### config.mk
export PLATFORM = sky130hd
export DESIGN_NAME = vm_param_vend_core
export DESIGN_NICKNAME = d
export VERILOG_FILES = /design/src/rtl/vm_param_vend_pkg.sv /design/src/rtl/vm_txn_timer.sv /design/src/rtl/vm_param_vend_core.sv
export SDC_FILE = /design/constraint.sdc
export NUM_CORES = 1
export LEC_CHECK = 0
export CORE_MARGIN = 10
export CORE_UTILIZATION = 29
export DETAILED_ROUTE_END_ITERATION = 7
export PLACE_DENSITY = 0.48
export SETUP_SLACK_MARGIN = 0.1
export SKIP_CTS_REPAIR_TIMING = 1
export SLEW_MARGIN = 5
export SYNTH_ARGS = -nofsm -noshare
export SYNTH_HDL_FRONTEND = slang
export SYNTH_SLANG_ARGS = --single-unit
### constraint.sdc
create_clock -name clk -period 4.9 [get_ports clk]
set_clock_uncertainty 0.2 [all_clocks]
set_input_delay 1.225 -clock clk [delete_from_list [all_inputs] [get_ports clk]]
set_output_delay 1.225 -clock clk [all_outputs]
set_load 0.1 [all_outputs]
### src/rtl/vm_param_vend_pkg.sv
// Shared types and helpers for the parametrised vending core.
package vm_param_vend_pkg;

    typedef enum logic [1:0] {
        IDLE         = 2'd0,
        AVAILABLE    = 2'd1,
        OUT_OF_STOCK = 2'd2,
        ERROR        = 2'd3
    } status_t;

    typedef enum logic [2:0] {
        S_IDLE,
        S_SUPPLY,
        S_CHECK,
        S_COLLECT,
        S_VEND,
        S_REFUND
    } state_t;

    // Add clamped to max; callers narrow the result back to their field width.
    function automatic logic [31:0] sat_add(input logic [31:0] a,
                                            input logic [31:0] b,
                                            input logic [31:0] max);
        logic [32:0] s;
        s = {1'b0, a} + {1'b0, b};
        return (s > {1'b0, max}) ? max : s[31:0];
    endfunction

endpackage

### src/rtl/vm_txn_timer.sv
// Selection idle timer: counts while run, restarts on clear, flags the last cycle.
module vm_txn_timer #(
    parameter int TIMEOUT_CYC = 64
) (
    input  logic clk,
    input  logic hrst_n,
    input  logic clear,
    input  logic run,
    output logic expire
);

    localparam int CW = (TIMEOUT_CYC > 2) ? $clog2(TIMEOUT_CYC) : 1;
    localparam logic [CW-1:0] LAST = CW'(TIMEOUT_CYC - 1);

    logic [CW-1:0] cnt;

    always_ff @(posedge clk) begin
        if (!hrst_n || clear)
            cnt <= '0;
        else if (run && cnt != LAST)
            cnt <= cnt + 1'b1;
    end

    assign expire = (cnt == LAST);

endmodule

### src/rtl/vm_param_vend_core.sv
// Vending controller core: supplier restock/pricing and user coin-by-coin purchase.
module vm_param_vend_core
    import vm_param_vend_pkg::*;
#(
    parameter int NUM_ITEMS   = 8,
    parameter int ITEM_W      = $clog2(NUM_ITEMS),
    parameter int COUNT_W     = 4,
    parameter int COST_W      = 8,
    parameter int TIMEOUT_CYC = 64
) (
    input  logic              clk,
    input  logic              hrst_n,
    input  logic              srst,
    input  logic              valid,
    input  logic [ITEM_W-1:0] item,
    input  logic [COUNT_W-1:0] count,
    input  logic [COST_W-1:0] cost,
    input  logic [ITEM_W-1:0] buttons,
    input  logic              select,
    input  logic              coin_valid,
    input  logic [COST_W-1:0] coin_value,
    output logic [1:0]        status,
    output logic              insert_coins,
    output logic              start_timer,
    output logic              timeout,
    output logic              insufficient_amount,
    output logic              dispense,
    output logic [ITEM_W-1:0] dispense_item,
    output logic              change_valid,
    output logic [COST_W-1:0] change,
    output logic [COST_W-1:0] credit
);

    localparam logic [31:0] COUNT_MAX = (32'd1 << COUNT_W) - 32'd1;
    localparam logic [31:0] COST_MAX  = (32'd1 << COST_W) - 32'd1;

    logic [COUNT_W-1:0] stock [NUM_ITEMS];
    logic [COST_W-1:0]  price [NUM_ITEMS];

    state_t             state, state_d;
    status_t            status_q, status_d;
    logic [ITEM_W-1:0]  sel, sel_d;
    logic [COST_W-1:0]  credit_d, cred_sum;
    logic [COUNT_W-1:0] stock_sum;
    logic               paid, expire;
    logic               insert_d, timeout_d, insuff_d, dispense_d, change_valid_d;
    logic [ITEM_W-1:0]  dispense_item_d;
    logic [COST_W-1:0]  change_d;

    // A coin in the collect cycle restarts the idle window.
    vm_txn_timer #(.TIMEOUT_CYC(TIMEOUT_CYC)) u_timer (
        .clk    (clk),
        .hrst_n (hrst_n),
        .clear  ((state != S_COLLECT) || coin_valid),
        .run    (state == S_COLLECT),
        .expire (expire)
    );

    always_comb begin
        stock_sum = COUNT_W'(sat_add(32'(stock[item]), 32'(count), COUNT_MAX));
        cred_sum  = coin_valid ? COST_W'(sat_add(32'(credit), 32'(coin_value), COST_MAX))
                               : credit;
        paid      = (cred_sum >= price[sel]);
    end

    always_comb begin
        state_d         = state;
        status_d        = status_q;
        sel_d           = sel;
        credit_d        = credit;
        timeout_d       = 1'b0;
        insuff_d        = 1'b0;
        dispense_d      = 1'b0;
        dispense_item_d = '0;
        change_valid_d  = 1'b0;
        change_d        = '0;
        case (state)
            S_IDLE: begin
                if (valid)
                    state_d = S_SUPPLY;
                else if (buttons != '0) begin
                    sel_d   = buttons;
                    state_d = S_CHECK;
                end
            end
            S_SUPPLY: begin
                // ERROR flags only the offending cycle, then falls back to IDLE.
                if (valid && item == '0)
                    status_d = ERROR;
                else if (status_q == ERROR)
                    status_d = IDLE;
                if (!valid)
                    state_d = S_IDLE;
            end
            S_CHECK: begin
                if (srst)
                    state_d = S_REFUND;
                else if (stock[sel] != '0 && price[sel] != '0) begin
                    status_d = AVAILABLE;
                    state_d  = S_COLLECT;
                end else begin
                    status_d = OUT_OF_STOCK;
                    state_d  = S_IDLE;
                end
            end
            S_COLLECT: begin
                credit_d = cred_sum;
                if (srst)
                    state_d = S_REFUND;
                else if (select && paid)
                    state_d = S_VEND;
                else begin
                    insuff_d = select;
                    if (!coin_valid && expire) begin
                        timeout_d = 1'b1;
                        state_d   = S_REFUND;
                    end
                end
            end
            S_VEND: begin
                dispense_d      = 1'b1;
                dispense_item_d = sel;
                change_d        = credit - price[sel];
                change_valid_d  = (change_d != '0);
                credit_d        = '0;
                state_d         = S_IDLE;
            end
            S_REFUND: begin
                change_d       = credit;
                change_valid_d = (credit != '0);
                credit_d       = '0;
                state_d        = S_IDLE;
            end
            default: state_d = S_IDLE;
        endcase
        insert_d = (state_d == S_COLLECT);
    end

    always_ff @(posedge clk) begin
        if (!hrst_n) begin
            state               <= S_IDLE;
            status_q            <= IDLE;
            sel                 <= '0;
            credit              <= '0;
            insert_coins        <= 1'b0;
            start_timer         <= 1'b0;
            timeout             <= 1'b0;
            insufficient_amount <= 1'b0;
            dispense            <= 1'b0;
            dispense_item       <= '0;
            change_valid        <= 1'b0;
            change              <= '0;
        end else begin
            state               <= state_d;
            status_q            <= status_d;
            sel                 <= sel_d;
            credit              <= credit_d;
            insert_coins        <= insert_d;
            start_timer         <= insert_d;
            timeout             <= timeout_d;
            insufficient_amount <= insuff_d;
            dispense            <= dispense_d;
            dispense_item       <= dispense_item_d;
            change_valid        <= change_valid_d;
            change              <= change_d;
        end
    end

    always_ff @(posedge clk) begin
        if (!hrst_n) begin
            for (int i = 0; i < NUM_ITEMS; i++) begin
                stock[i] <= '0;
                price[i] <= '0;
            end
        end else begin
            if (state == S_SUPPLY && valid && item != '0) begin
                stock[item] <= stock_sum;
                price[item] <= cost;
            end
            if (state == S_VEND)
                stock[sel] <= stock[sel] - 1'b1;
        end
    end

    assign status = status_q;

endmodule

==> flow_metrics.env <==
export IMPL_drt_wl_total_mm=21.26
export IMPL_cap_violations=0
export IMPL_grt_ovfl_total=0
export IMPL_clk_pin_slew_ns=0.06
export IMPL_finalHoldViolCount=0
export IMPL_antenna_found_initial=0
export IMPL_grt_max_degree=24
export IMPL_n_antenna_cell=0
export IMPL_finalSetupViolCount=0
export IMPL_arrival_ns=4.64
export IMPL_cts_sinks=137
export IMPL_yosys_warnings=0
export IMPL_cts_root_buffer_cell="clkbuf_16"
export IMPL_synthCells=711
export IMPL_place_congestion=0.7987
export IMPL_utilization_pct=36.42
export IMPL_grt_setup_unrepaired="no"
export IMPL_relSlewSlack_pct=28.83
export IMPL_grt_pass1_vias=5879
export IMPL_via_per_inst=4.969
export IMPL_rows=59
export IMPL_ys_seq_area_share_pct=47.83
export IMPL_finalPower_mw=3.357
export IMPL_core_area_um2=26130
export IMPL_tightestPinTransition_ns=1.066
export IMPL_initial_core_util_pct=29.63
export IMPL_max_clock_freq_ghz=0.2227
export IMPL_crit_path_end_kind="flip-flop"
export IMPL_cellPowerDensity_nw_per_um2=352.7
export IMPL_io_buffers=58
export IMPL_tns_ns=0
export IMPL_die_w_um=183.4
export IMPL_pin_count=59
export IMPL_die_h_um=183.4
export IMPL_min_path_type="reg2reg"
export IMPL_ir_drop_uv=192.8
export IMPL_htree_levels=4
export IMPL_maxSlewViolCount=0
export IMPL_dr_pass1_iters=4
export IMPL_area_growth_pct=22.90
export IMPL_cts_buffers_inserted=17
export IMPL_worstSkewPairLatency_ns=0.43
export IMPL_synth_avg_cell_area_um2=10.89
export IMPL_crit_required_ns=5.05
export IMPL_cts_tree="yes"
export IMPL_postSynth_asyncResetShare_pct=0
export IMPL_drc=0
export IMPL_start_kind="input pin"
export IMPL_syn_area_um2=7744
export IMPL_ant_nets=0
export IMPL_layout_drive_gt1_share_pct=11.62
export IMPL_dieArea_um2=33640
export IMPL_fin_nets=860
export IMPL_cts_buffer_depth=2
export IMPL_synth_ff_type="edfxtp_1"
export IMPL_track_usage_pct=12.93
export IMPL_synth_cell_types=74
export IMPL_drtIter0Drc=349
export IMPL_grt_first_pass_wirelength_mm=33.73
export IMPL_synth_edf_count=96
export IMPL_path_max_fanout=4
export IMPL_critPathKind="in2reg"
export IMPL_leakage_nw=3.587
export IMPL_timing_final_crit_share_pct=91.63
export IMPL_num_vias=5684
export IMPL_dp_hpwl_mm=16.33
export IMPL_wl_per_cell_um=18.58
export IMPL_fin_crit_ns=4.490
export IMPL_outcome="finished, final reports clean"
export IMPL_synth_seq_cells=137
-- sequential cells by signal (all words and copies together), names as in the netlist, named ones only --
signal               count
price                   64
stock                   32
state                    3
start_timer              1
u_timer.cnt              6
dispense_item            3
change                   8
timeout                  1
insufficient_amount      1
dispense                 1
change_valid             1
sel                      3
status                   2
credit                   8
-- power breakdown --
group	total, mW	internal (mW)	leakage (nW)	switching (mW)
clock network	1.50	1.00	0.325	0.499
registers	1.33	1.28	1.32	0.0483
logic	0.526	0.224	1.94	0.302
-- layout by cell type, fill, tap and decap left out, types with 18 or more instances in the layout --
cell type / netlist / final
inv_1: 18 / 18
edfxtp_1: 96 / 96
a21oi_1: 29 / 29
nor2_1: 92 / 92
buf_4: 4 / 25
and2_1: 62 / 62
nor3_1: 21 / 21
ha_1: 29 / 29
mux4_2: 23 / 23
nand2_1: 42 / 42
dfxtp_1: 41 / 41
nand2b_1: 20 / 20
mux2i_1: 22 / 22
nand3_1: 18 / 18
clkdlybuf4s50_1: 0 / 58
-- synth_stat cells, types with 3 or more instances --
library cell | number | share of area (%)
fa_1 | 3 | 0.78
dfxtp_1 | 41 | 11
a22oi_1 | 4 | 0.39
a211oi_1 | 3 | 0.29
nor2b_1 | 16 | 1.3
nand2b_1 | 20 | 1.6
nand4_1 | 3 | 0.24
o211ai_1 | 3 | 0.29
edfxtp_1 | 96 | 37
a311oi_1 | 4 | 0.45
nand2_1 | 42 | 2.0
buf_2 | 6 | 0.39
nor4b_1 | 3 | 0.34
o22a_1 | 3 | 0.34
mux2i_1 | 22 | 2.8
nand3b_1 | 6 | 0.58
or3_1 | 3 | 0.24
clkbuf_1 | 7 | 0.34
xnor2_1 | 7 | 0.79
a21oi_1 | 29 | 1.9
mux4_2 | 23 | 6.7
nor3_1 | 21 | 1.4
ha_1 | 29 | 4.7
nand3_1 | 18 | 1.2
buf_1 | 5 | 0.24
nor4_1 | 8 | 0.65
mux2_2 | 3 | 0.44
nor3b_1 | 4 | 0.39
and2b_1 | 6 | 0.58
a31oi_1 | 3 | 0.24
and3_1 | 4 | 0.32
inv_1 | 18 | 0.87
o21ai_0 | 17 | 1.1
xor2_1 | 8 | 0.90
or4_1 | 6 | 0.58
o22ai_1 | 5 | 0.40
nor2_1 | 92 | 4.5
o21a_1 | 8 | 0.78
a22o_1 | 4 | 0.45
and2_1 | 62 | 5.0
buf_4 | 4 | 0.39
-- stage by stage --
step	cell area [um2]	hold slack, ns	setup WS (ns)	std cells
2_1_floorplan	7770	0.2697	0.6878	718
6_report	9517	0.3044	0.4101	1144
3_3_place_gp	8830	0.2903	-0.09801	1112
4_1_cts	9509	0.3057	0.2911	1144
5_1_grt	9517	0.3648	0.05039	1144
3_5_place_dp	8830	0.2958	-0.1409	1112
-- worst max-delay path, stage by stage --
cell and delay, ns:
clkdlybuf4s50_1 0.47, ha_1 0.17, inv_1 0.05, fa_1 0.40, nor2b_1 0.16, o2111ai_1 0.14, nand3_1 0.13, and2_1 0.13
o22ai_1 0.07, ha_1 0.28, nand2b_1 0.14, a2111oi_0 0.63, o32ai_2 0.23, nor2_1 0.19, a32oi_1 0.11, o21ai_0 0.11
-- cell type report --
cell class,count,area (um2)
Multi-Input combinational cell,537,3866
Tap cell,335,419.2
Timing Repair Buffer,83,768.2
Clock buffer,18,429.2
Clock inverter,14,250.2
Inverter,20,80.08
Sequential cell,137,3704
Fill cell,2614,16620
-- path summary, 6_finish.rpt --
path,start,endpoint,slack [ns],cells past startpoint
setup reg to reg,flip-flop,state[1],1.10,10
hold / removal,u_timer.cnt[4],u_timer.cnt[4],0.30,2
hold reg to reg,u_timer.cnt[4],u_timer.cnt[4],0.30,2
setup / recovery,coin_value[0],state[1],0.41,16
-- kinds of logic (layout without fill, tap and decap cells) --
group / count (synthesis) / in the layout / synth area share (%)
AO/OA/AOI/OAI: 106 / 106 / 9.388
XOR/XNOR: 15 / 15 / 1.697
adder cells (fa/ha/maj): 32 / 32 / 5.461
AND/OR/NAND/NOR: 324 / 324 / 21.94
flip-flops: 137 / 137 / 47.83
other: 1 / 8 / 0.04843
buffers and inverters: 44 / 135 / 2.682
multiplexers: 52 / 52 / 10.96
-- metal layers --
metal	track usage [%]	share of wire (%)	vias to the layer above	routed length, um
met5	0	0	-	0
met4	3.738	1.0	0	212
met3	2.747	4.0	10	855
met2	20.12	45	109	9576
met1	17.68	50	2772	10620
li1	-	-	2793	-
Power figures use the tool's default switching activity.
